**src/rtl/fifo_write_arbiter.sv**
```systemverilog
`default_nettype none
// ============================================================================
// Module   : fifo_write_arbiter
// Purpose  : Packet-atomic round-robin arbiter sharing one FIFO write port.
//            A packet is granted only when the FIFO can hold all of it.
// Revision : 1.0 - initial release
// ============================================================================
module fifo_write_arbiter #(
    parameter int WIDTH     = 8,
    parameter int N_REQ     = 2,
    parameter int DEPTH     = 16,
    parameter int MAX_LEN   = 16,
    localparam int LEN_BITS  = $clog2(MAX_LEN + 1),
    localparam int FREE_BITS = $clog2(DEPTH) + 1
) (
    input  logic                      clk,
    input  logic                      rst,
    input  logic [N_REQ-1:0]          req_valid_i,
    input  logic [N_REQ*LEN_BITS-1:0] req_len_i,
    output logic [N_REQ-1:0]          grant_o,
    input  logic [N_REQ-1:0]          src_valid_i,
    input  logic [N_REQ*WIDTH-1:0]    src_data_i,
    output logic [N_REQ-1:0]          src_ready_o,
    output logic [N_REQ-1:0]          done_o,
    output logic                      fifo_wr_en_o,
    output logic [WIDTH-1:0]          fifo_wr_data_o,
    input  logic [FREE_BITS-1:0]      fifo_free_i,
    input  logic                      fifo_full_i,
    output logic                      busy_o
);

    localparam int IDX_BITS = $clog2(N_REQ);

    localparam logic [LEN_BITS-1:0] c_max_len  = LEN_BITS'(MAX_LEN);
    localparam logic [LEN_BITS-1:0] c_len_one  = LEN_BITS'(1);
    localparam logic [IDX_BITS-1:0] c_idx_one  = IDX_BITS'(1);
    localparam logic [IDX_BITS-1:0] c_last_idx = IDX_BITS'(N_REQ - 1);
    localparam logic [IDX_BITS:0]   c_nreq     = (IDX_BITS + 1)'(N_REQ);

    typedef enum logic [0:0] {
        S_IDLE = 1'b0,
        S_XFER = 1'b1
    } state_t;

    state_t                state_q, state_d;
    logic [IDX_BITS-1:0]   rr_ptr_q, rr_ptr_d;
    logic [IDX_BITS-1:0]   gsel_q, gsel_d;
    logic [LEN_BITS-1:0]   remaining_q, remaining_d;
    logic [N_REQ-1:0]      grant_q, grant_d;

    logic [LEN_BITS-1:0]   w_len  [N_REQ];
    logic [WIDTH-1:0]      w_data [N_REQ];
    logic [IDX_BITS:0]     w_scan_ext;
    logic [IDX_BITS-1:0]   w_scan_sel;
    logic [IDX_BITS-1:0]   w_cand;
    logic                  w_found;
    logic                  w_fit;

    for (genvar g = 0; g < N_REQ; g++) begin : g_unpack
        assign w_len[g]  = req_len_i[g*LEN_BITS +: LEN_BITS];
        assign w_data[g] = src_data_i[g*WIDTH +: WIDTH];
    end

    // First legal requester at or after rr_ptr wins the scan, even if it
    // does not fit yet: nobody may overtake it.
    always_comb begin
        w_found    = 1'b0;
        w_cand     = rr_ptr_q;
        w_scan_ext = '0;
        w_scan_sel = '0;
        for (int k = 0; k < N_REQ; k++) begin
            w_scan_ext = {1'b0, rr_ptr_q} + (IDX_BITS + 1)'(k);
            if (w_scan_ext >= c_nreq) begin
                w_scan_ext = w_scan_ext - c_nreq;
            end
            w_scan_sel = w_scan_ext[IDX_BITS-1:0];
            if (!w_found && req_valid_i[w_scan_sel] &&
                (w_len[w_scan_sel] != '0) && (w_len[w_scan_sel] <= c_max_len)) begin
                w_found = 1'b1;
                w_cand  = w_scan_sel;
            end
        end
        w_fit = w_found && (32'(w_len[w_cand]) <= 32'(fifo_free_i));
    end

    always_comb begin
        state_d        = state_q;
        rr_ptr_d       = rr_ptr_q;
        gsel_d         = gsel_q;
        remaining_d    = remaining_q;
        grant_d        = grant_q;
        src_ready_o    = '0;
        done_o         = '0;
        fifo_wr_en_o   = 1'b0;
        fifo_wr_data_o = '0;
        case (state_q)
            S_IDLE: begin
                if (w_fit) begin
                    state_d         = S_XFER;
                    gsel_d          = w_cand;
                    remaining_d     = w_len[w_cand];
                    grant_d         = '0;
                    grant_d[w_cand] = 1'b1;
                end
            end
            S_XFER: begin
                src_ready_o[gsel_q] = ~fifo_full_i;
                if (src_valid_i[gsel_q] && !fifo_full_i) begin
                    fifo_wr_en_o   = 1'b1;
                    fifo_wr_data_o = w_data[gsel_q];
                    remaining_d    = remaining_q - c_len_one;
                    if (remaining_q == c_len_one) begin
                        done_o[gsel_q] = 1'b1;
                        state_d        = S_IDLE;
                        grant_d        = '0;
                        rr_ptr_d       = (gsel_q == c_last_idx) ? '0 : gsel_q + c_idx_one;
                    end
                end
            end
            default: state_d = S_IDLE;
        endcase
    end

    always_ff @(posedge clk or posedge rst) begin
        if (rst) begin
            state_q     <= S_IDLE;
            rr_ptr_q    <= '0;
            gsel_q      <= '0;
            remaining_q <= '0;
            grant_q     <= '0;
        end else begin
            state_q     <= state_d;
            rr_ptr_q    <= rr_ptr_d;
            gsel_q      <= gsel_d;
            remaining_q <= remaining_d;
            grant_q     <= grant_d;
        end
    end

    assign grant_o = grant_q;
    assign busy_o  = (state_q == S_XFER);

endmodule
`default_nettype wire

```
**config.mk**
```make
export PLATFORM = sky130hd
export DESIGN_NAME = fifo_write_arbiter
export DESIGN_NICKNAME = d
export VERILOG_FILES = /design/src/rtl/fifo_write_arbiter.sv
export SDC_FILE = /design/constraint.sdc
export NUM_CORES = 1
export LEC_CHECK = 0
export CAP_MARGIN = 25
export CORE_MARGIN = 10
export CORE_UTILIZATION = 38
export CTS_CLUSTER_SIZE = 20
export DETAILED_ROUTE_END_ITERATION = 8
export HOLD_SLACK_MARGIN = 0.15
export PLACE_DENSITY = 0.91
export SKIP_CTS_REPAIR_TIMING = 1
export SYNTH_ARGS = -nofsm -noshare
export SYNTH_HDL_FRONTEND = slang
export SYNTH_SLANG_ARGS = --single-unit
```
**constraint.sdc**
```tcl
create_clock -name clk -period 3.3 [get_ports clk]
set_input_delay 0.495 -clock clk [delete_from_list [all_inputs] [get_ports clk]]
set_output_delay 0.495 -clock clk [all_outputs]
set_load 0.02 [all_outputs]
```
---- Word-level counts from Yosys, hierarchy flattened ----
Cells that the tools add are included.
operators by class
  add/sub/neg operators ................... 5
  multipliers ............................. 0
  divide/modulo/power cells ............... 0
  order comparisons ....................... 15
  equality and inequality tests ........... 4
  shift operators ......................... 0
  muxes and demuxes ....................... 48
  bitwise logic cells ..................... 7
  reductions and logical operators ........ 17
operator list
  operator                                                            count
  2-to-1 mux 5 bit                                                    11
  2-to-1 mux 8 bit                                                    5
  2-to-1 mux 1 bit                                                    20
  2-to-1 mux 2 bit                                                    7
  greater-or-equal comparator 2 bit (second input constant)           5
  <= comparator 5 bit (second input constant)                         2
  case mux 5 bit (2 select lines)                                     1
  nonzero test 5 bit                                                  2
  logical AND 1 bit                                                   9
  less-than comparator 1 x 2 -> 1 bit (second input constant)         4
  inverter 1 -> 2 bit                                                 4
  AND reduction 3 bit                                                 2
  == test 5 x 1 -> 1 bit (second input constant)                      1
  <= comparator 5 bit                                                 1
  subtractor 5 x 1 -> 5 bit (second input constant)                   1
  != test 2 x 1 -> 1 bit (second input constant)                      2
  case mux 2 bit (2 select lines)                                     1
  AND reduction 2 bit                                                 2
  adder 1 x 1 -> 2 bit (second input constant)                        1
  bitwise AND 2 bit                                                   1
  demux 1 bit (select 1 bit)                                          2
  greater-or-equal comparator 1 bit (second input constant)           2
  greater-or-equal comparator 1 x 2 -> 1 bit (second input constant)  1
  logical NOT 1 bit                                                   2
  other kinds (5)                                                     7
storage, ports and cells
  bits in registers ....................... 10
  bits in latches ......................... 0
  memory bits (writable) .................. 0
  bits in read-only memories .............. 0
  memories ................................ 0

---- Depth between registers and ports, before layout ----
Gate-level depths: netlist (run 1).
  depth after elaboration ................. 23
  depth in mapped cells ................... 12
  depth with buffers taken out ............ 12

---- Worst setup path before layout (run 1) ----
No wires, ideal clock.
  kind .................................... input port to flip-flop
  from .................................... input port req_len_i[0]
  to ...................................... register remaining_q[4]
  library setup time ...................... 0.111 ns
  data arrival time ....................... 3.092 ns
  data required time ...................... 3.189 ns
  slack ................................... 0.097 ns
  stages .................................. 11
  buffers on the path ..................... 0
  cells stage by stage .................... nor4_1 mux2_2 maj3_4 mux2_4 ha_1 nor2b_1 o21ai_0 a21oi_1 nor2_1 nor2_1 a222oi_1
on the way
  longest elaborated chain between the ends .. 20
ends and longest elaborated chain
  element                                                                       line  RTL
  from (decl)                                                                   19    input logic [N_REQ*LEN_BITS-1:0] req_len_i,
  parallel branches: the longest is 20 deep, another holds <= comparator 5 bit  --
  to (signal assigned)                                                          135   remaining_q <= remaining_d;
  to (decl)                                                                     48    logic [LEN_BITS-1:0] remaining_q, remaining_d;
Several ways; the timed one is not identified. The select of a mux whose other input is x is not followed.
A chain may end at the register's enable or synchronous reset.

---- Worst setup path after layout (run 1) ----
  from .................................... input port req_len_i[3]
  to ...................................... register remaining_q[4]
Same word-level chain as after synthesis.

==> reports/results.tsv, run 1 <==
stage	metric	value	unit
timing	Final Hold Viols	0	
logic_synthesis	Netlist cell types	33	
logic_synthesis	fraction of the mapped netlist area in simple logic gates	21.9	%
run_status	status	complete, no violations	
route	Vias/cell	5.25	
die	num rows	18	
route	wire length on met1	1330	um
cells_and_area	area of the multi-input gates	688	um2
die	die height	69.9	um
die	die area	4890	um2
die	IO Pins	54	
global_routing	first-pass GRT wire length	5630	um
cells_and_area	Antenna Cells	0	
global_routing	pin count of the biggest net entering global routing	12	
cts	Clock Pin Slew Worst Setup and Hold Paths	0.07	ns
timing	fmax	0.307	GHz
route	total iterations of the first detailed-routing run	4	
logic_synthesis	yosys warns	0	
logic_synthesis	Post-Syn Instances	113	
timing	measured slew at the worst slew-check pin	0.387	ns
logic_synthesis	multiplexer area fraction after synthesis	19.3	%
place	DP Wirelength	3050	um
die	Die X-Extent	69.9	um
critical_path	slowest cell delay on critical path	0.40	ns
critical_path	crit-path max FO	6	
logic_synthesis	Avg Inst Size Synth	8.38	um2
logic_synthesis	most frequent cell after synthesis	nor2_1	
die	core area	2430	um2
critical_path	R2R setup slack	0.65	ns
route	WL/cell	17.4	um
logic_synthesis	largest family of logic cells by synthesized area	simple AND/OR/NAND/NOR gates	
power_and_ir_drop	peak supply drop	0.000485	V
critical_path	Crit path buffers/inverters	2	
critical_path	Crit Reg-Reg Startpoint	rr_ptr_q	
logic_synthesis	asr flop ratio synth	100	%
route	WL met2	2030	um
timing	Final min period	3.26	ns
critical_path	CP max-delay cell	maj3_4	
cts	# H-tree levels	1	
global_routing	Overflow after GRT	0	
logic_synthesis	Post-Synth Adder-Cell Area	10.7	%
cells_and_area	fraction of layout cells with a size suffix above 1	16.8	%
logic_synthesis	top cells by count, synth	nor2_1 (19), mux2i_1 (13), inv_1 (12), dfrtp_1 (10), nand2_1 (8)	
cells_and_area	FF+latch area	250	um2
place	Post-Place Cell Area	1590	um2
logic_synthesis	post-synthesis compound-gate area fraction	13.9	%
route	antenna viol nets, final	0	
route	DRT iter0 DRCs	79	
die	Initial Util	38.9	%
place	count of input and output buffers	53	
critical_path	WS Path Type	in -> reg	
logic_synthesis	Synth Register Bits	10	
cts	worst-skew pair later-pin latency	0.28	ns
route	met3 routed WL	203	um
logic_synthesis	Seq/Total Area, Yosys	26.4	%
power_and_ir_drop	static leakage	0.865	nW
timing	Max Clock Skew	0.00149	ns
flow_run	max-cap violation count	0	
timing	Worst Hold Slack	0.486	ns
critical_path	CP endpoint kind	register	
logic_synthesis	Post-synth EDFFs	0	
route	DR top layer	met4	
power_and_ir_drop	Pwr Density	597	nW/um2
timing	Final setup viols	0	
cts	TritonCTS buffer count	3	
cts	CTS tree	built	
cts	maximum root-to-sink buffer count	2	
logic_synthesis	syn_nets	158	
critical_path	Startpoint Class	input port	
timing	pins over their slew limit	0	
logic_synthesis	Synth area leaders	dfrtp_1 (26%), mux2i_1 (14%), ha_1 (9.2%), nor2_1 (7.5%), inv_1 (4.8%)	
cells_and_area	nets@finish	225	
timing	final worst path period share	98.7	%
critical_path	worst path cell trace	dlymetal6s2s_1 > nor4_2 > mux2_4 > maj3_4 > mux2_4 > ha_1 > nor2b_2 > o21ai_1 > a21oi_2 > nor3_2 > buf_4 > a222oi_1	
critical_path	crit path DAT	3.42	ns
route	drt drc	0	
logic_synthesis	XOR/XNOR Fraction of Synth Area	1.85	%
logic_synthesis	Synth Flop Type	dfrtp_1	
cts	CTS Sinks	10	
cells_and_area	Final Instance Area	1710	um2
logic_synthesis	Synth area leader	dfrtp_1	
min_path	Hold WC Path Type	in -> async	
timing	relative slew slack	74.2	%
critical_path	delay-heaviest family, CP	adder cells	
cells_and_area	P&R area growth vs syn	80.1	%
logic_synthesis	post-synth top area share	26.4	%
place	routability cong.	0.928	
global_routing	vias in the first global route	1192	
logic_synthesis	Synth Cell Area	947	um2
critical_path	crit-path most repeated cell	mux2_4	
global_routing	antenna violations before repair	0	
route	Post-Route WL	3640	um
power_and_ir_drop	total design power	1.02	mW
cts	clk root buf	clkbuf_4	
critical_path	Req. time, crit path	3.46	ns
critical_path	Critical R2R Capture	remaining_q[4]	
global_routing	Total GRT Usage	13.9	%
route	via count	1097	
cells_and_area	Fillers	183	
critical_path	worst reg2reg path depth	9	
[registers in the layout (all words and copies together) (netlist names)]
| register | flops |
|---|---|
| busy_o | 1 |
| rr_ptr_q | 1 |
| remaining_q | 5 |
| gsel_q | 1 |
| grant_o | 2 |
[layer usage]
layer / vias up / global-route usage, %
met5: - / 0
met4: 0 / 4.61
met3: 9 / 3.67
met2: 45 / 26.7
met1: 517 / 14.0
li1: 526 / -
[per-stage QoR]
stage | util [%] | setup WS, ns | setup TNS (ns) | std cells
finish | 70.1 | 0.0435 | 0 | 209
global route | 70.1 | -0.0736 | -0.182 | 209
floorplan | - | 0.0970 | 0 | 113
global placement | 65.5 | -0.364 | -2.92 | 205
CTS | 67.0 | -0.245 | -1.56 | 209
detailed placement | 65.5 | -0.543 | -4.29 | 205
[kinds of logic after synthesis]
kind of cell	after synthesis
flip-flops	10
XOR/XNOR	2
multiplexers	17
buffers and inverters	15
adder cells (fa/ha/maj)	8
AND/OR/NAND/NOR	43
AO/OA/AOI/OAI	18
[cell usage in the layout, fill, tap and decap left out, types with 2 or more instances in the layout]
master / synthesis / routed
mux2_4: 2 / 4
ha_1: 7 / 6
nor2_1: 19 / 18
dlymetal6s2s_1: 0 / 11
xnor2_1: 2 / 2
clkdlybuf4s50_1: 0 / 42
inv_1: 12 / 11
buf_4: 0 / 12
o21ai_1: 0 / 3
nand2b_1: 3 / 3
nor4_2: 1 / 2
nand2_1: 8 / 8
clkbuf_4: 0 / 3
o2bb2ai_1: 2 / 2
dfrtp_1: 10 / 10
a21o_1: 3 / 3
nand3_1: 3 / 3
mux2i_1: 13 / 12
o21ai_0: 5 / 2
[layout make-up]
cell class	instances	area share (%)
Multi-Input combinational cell	88	40.4
Timing Repair Buffer	65	38.0
Sequential cell	10	14.7
Inverter	12	2.64
Tap cell	30	2.20
Clock buffer	4	2.13
[where the power goes]
group | switching, mW | leakage, nW | total [mW] | internal [mW]
Sequential | 0.0414 | 0.121 | 0.218 | 0.177
Clock | 0.0487 | 0.0210 | 0.116 | 0.0673
Combinational | 0.343 | 0.723 | 0.684 | 0.342
[how the worst max path moves through the flow]
stage / startpoint / endpoint / slack [ns] / cells after the start
final: req_len_i[3] / remaining_q[4] / 0.04 / 12
after global routing: req_len_i[3] / remaining_q[4] / -0.07 / 12
after CTS: req_len_i[0] / remaining_q[4] / -0.25 / 13
after detailed placement: req_len_i[0] / remaining_q[4] / -0.54 / 13
after global placement: req_len_i[0] / gsel_q / -0.36 / 14
after floorplan: req_len_i[0] / remaining_q[4] / 0.1 / 11
(Power assumes the default switching activity.)
==> run 2: changes to the inputs <==
- GPL_ROUTABILITY_DRIVEN: not set -> 0
- PLACE_DENSITY: 0.91 -> 0.8
==> reports/results.tsv, run 2 (synthesized netlist as in run 1, its figures left out) <==
stage	metric	value	unit
cells_and_area	P&R area growth vs syn	82.2	%
cells_and_area	Biggest register	remaining_q	
die	Die X-Extent	69.9	um
timing	Final Hold Viols	0	
place	DP Wirelength	2870	um
critical_path	worst reg2reg path depth	9	
timing	pins over their slew limit	0	
critical_path	Critical R2R Capture	remaining_q[1]	
critical_path	critical path launch point	req_len_i[3]	
critical_path	Startpoint Class	input port	
cells_and_area	max reg flops	5	
global_routing	Overflow after GRT	0	
cts	Clock Pin Slew Worst Setup and Hold Paths	0.07	ns
critical_path	CP max-delay cell	o41a_1	
timing	Max Clock Skew	0.00891	ns
power_and_ir_drop	peak supply drop	0.000424	V
cells_and_area	Antenna Cells	0	
place	Post-Place Cell Area	1590	um2
place	count of input and output buffers	53	
power_and_ir_drop	static leakage	0.844	nW
cts	CTS tree	built	
timing	Final setup viols	0	
critical_path	Crit path buffers/inverters	3	
critical_path	delay-heaviest family, CP	multiplexers	
cells_and_area	commonest non-fill, non-tap cells in the layout	clkdlybuf4s50_1 (44), nor2_1 (17), buf_4 (13)	
critical_path	slowest cell delay on critical path	0.42	ns
timing	final worst path period share	99.7	%
run_status	status	complete, no violations	
cells_and_area	Cell Count, Final, Fillers Out	210	
timing	Final min period	3.29	ns
cells_and_area	Final Instance Area	1730	um2
critical_path	CP endpoint	remaining_q[1]	
timing	relative slew slack	74.8	%
critical_path	worst path cell trace	dlymetal6s2s_1 > nor4_2 > mux2_4 > maj3_4 > mux2i_2 > inv_1 > ha_1 > a21o_1 > mux2i_1 > a21oi_2 > buf_4 > o41a_1	
critical_path	Req. time, crit path	3.43	ns
timing	measured slew at the worst slew-check pin	0.377	ns
critical_path	WS Path Type	in -> reg	
cells_and_area	Fillers	196	
flow_run	max-cap violation count	0	
cells_and_area	nets@finish	226	
global_routing	pin count of the biggest net entering global routing	12	
die	IO Pins	54	
route	antenna viol nets, final	0	
route	drt drc	0	
cts	clk root buf	clkbuf_4	
route	Post-Route WL	3710	um
die	num rows	18	
critical_path	Crit. path cell count	12	
critical_path	Crit Reg-Reg Startpoint	rr_ptr_q	
min_path	Hold WC Path Type	in -> async	
global_routing	first-pass GRT wire length	5410	um
timing	fmax	0.304	GHz
die	die height	69.9	um
cells_and_area	fraction of layout cells with a size suffix above 1	18.9	%
global_routing	vias in the first global route	1115	
global_routing	Total GRT Usage	13.1	%
die	die area	4890	um2
critical_path	crit-path max FO	6	
cts	# H-tree levels	1	
cts	CTS Sinks	10	
critical_path	crit path DAT	3.42	ns
cts	TritonCTS buffer count	3	
critical_path	CP endpoint kind	register	
power_and_ir_drop	Pwr Density	598	nW/um2
die	core area	2430	um2
route	total iterations of the first detailed-routing run	4	
cts	maximum root-to-sink buffer count	2	
route	WL/cell	17.7	um
cells_and_area	commonest non-fill, non-tap cell in the layout	clkdlybuf4s50_1	
route	Vias/cell	5.32	
critical_path	R2R setup slack	0.73	ns
place	dpl cells	204	
die	Initial Util	38.9	%
route	DRT iter0 DRCs	53	
cts	worst-skew pair later-pin latency	0.26	ns
route	via count	1118	
global_routing	antenna violations before repair	0	
[run 2: through the flow]
step | hold WS [ns] | setup TNS (ns) | total power, mW | setup WS (ns) | util (%)
2_1_floorplan | 0.335 | 0 | 0.577 | 0.0970 | -
3_3_place_gp | 0.492 | -2.89 | 0.845 | -0.410 | 65.2
3_5_place_dp | 0.494 | -3.89 | 0.860 | -0.528 | 65.2
4_1_cts | 0.507 | -1.47 | 0.971 | -0.253 | 66.7
5_1_grt | 0.519 | -0.168 | 1.12 | -0.0560 | 70.9
6_report | 0.507 | 0 | 1.03 | 0.00993 | 70.9
[run 2: metal layers]
| metal | up-vias | share of wire (%) | GRT usage (%) |
|---|---|---|---|
| met5 | - | 0 | 0 |
| met1 | 522 | 38 | 15.6 |
| met3 | 14 | 7.7 | 3.53 |
| met2 | 57 | 51 | 23.2 |
| li1 | 525 | - | - |
| met4 | 0 | 2.9 | 2.19 |
[run 2: final cells by class]
| class | instances | area (um2) | area share [%] |
|---|---|---|---|
| well taps | 30 | 37.5 | 2.18 |
| flip-flops and latches | 10 | 250 | 14.5 |
| inverters | 12 | 45.0 | 2.61 |
| clock buffers | 4 | 36.3 | 2.10 |
| multi-input cells | 88 | 706 | 40.9 |
| repair buffers | 66 | 651 | 37.7 |
[run 2: report_power, final]
group | switching [mW] | total [mW] | internal, mW
clock | 0.0378 | 0.104 | 0.0667
sequential | 0.0397 | 0.217 | 0.177
combinational | 0.355 | 0.710 | 0.355
total | 0.432 | 1.03 | 0.599
[run 2: how the worst min path moves through the flow]
stage	startpoint	endpoint	slack, ns	depth (start not counted)
detailed placement	rr_ptr_q	rr_ptr_q	0.49	1
CTS	rst	rr_ptr_q	0.51	2
global route	remaining_q[2]	remaining_q[2]	0.52	1
finish	rst	grant_o[0]	0.51	2
floorplan	rst	busy_o	0.34	1
global placement	rr_ptr_q	rr_ptr_q	0.49	1
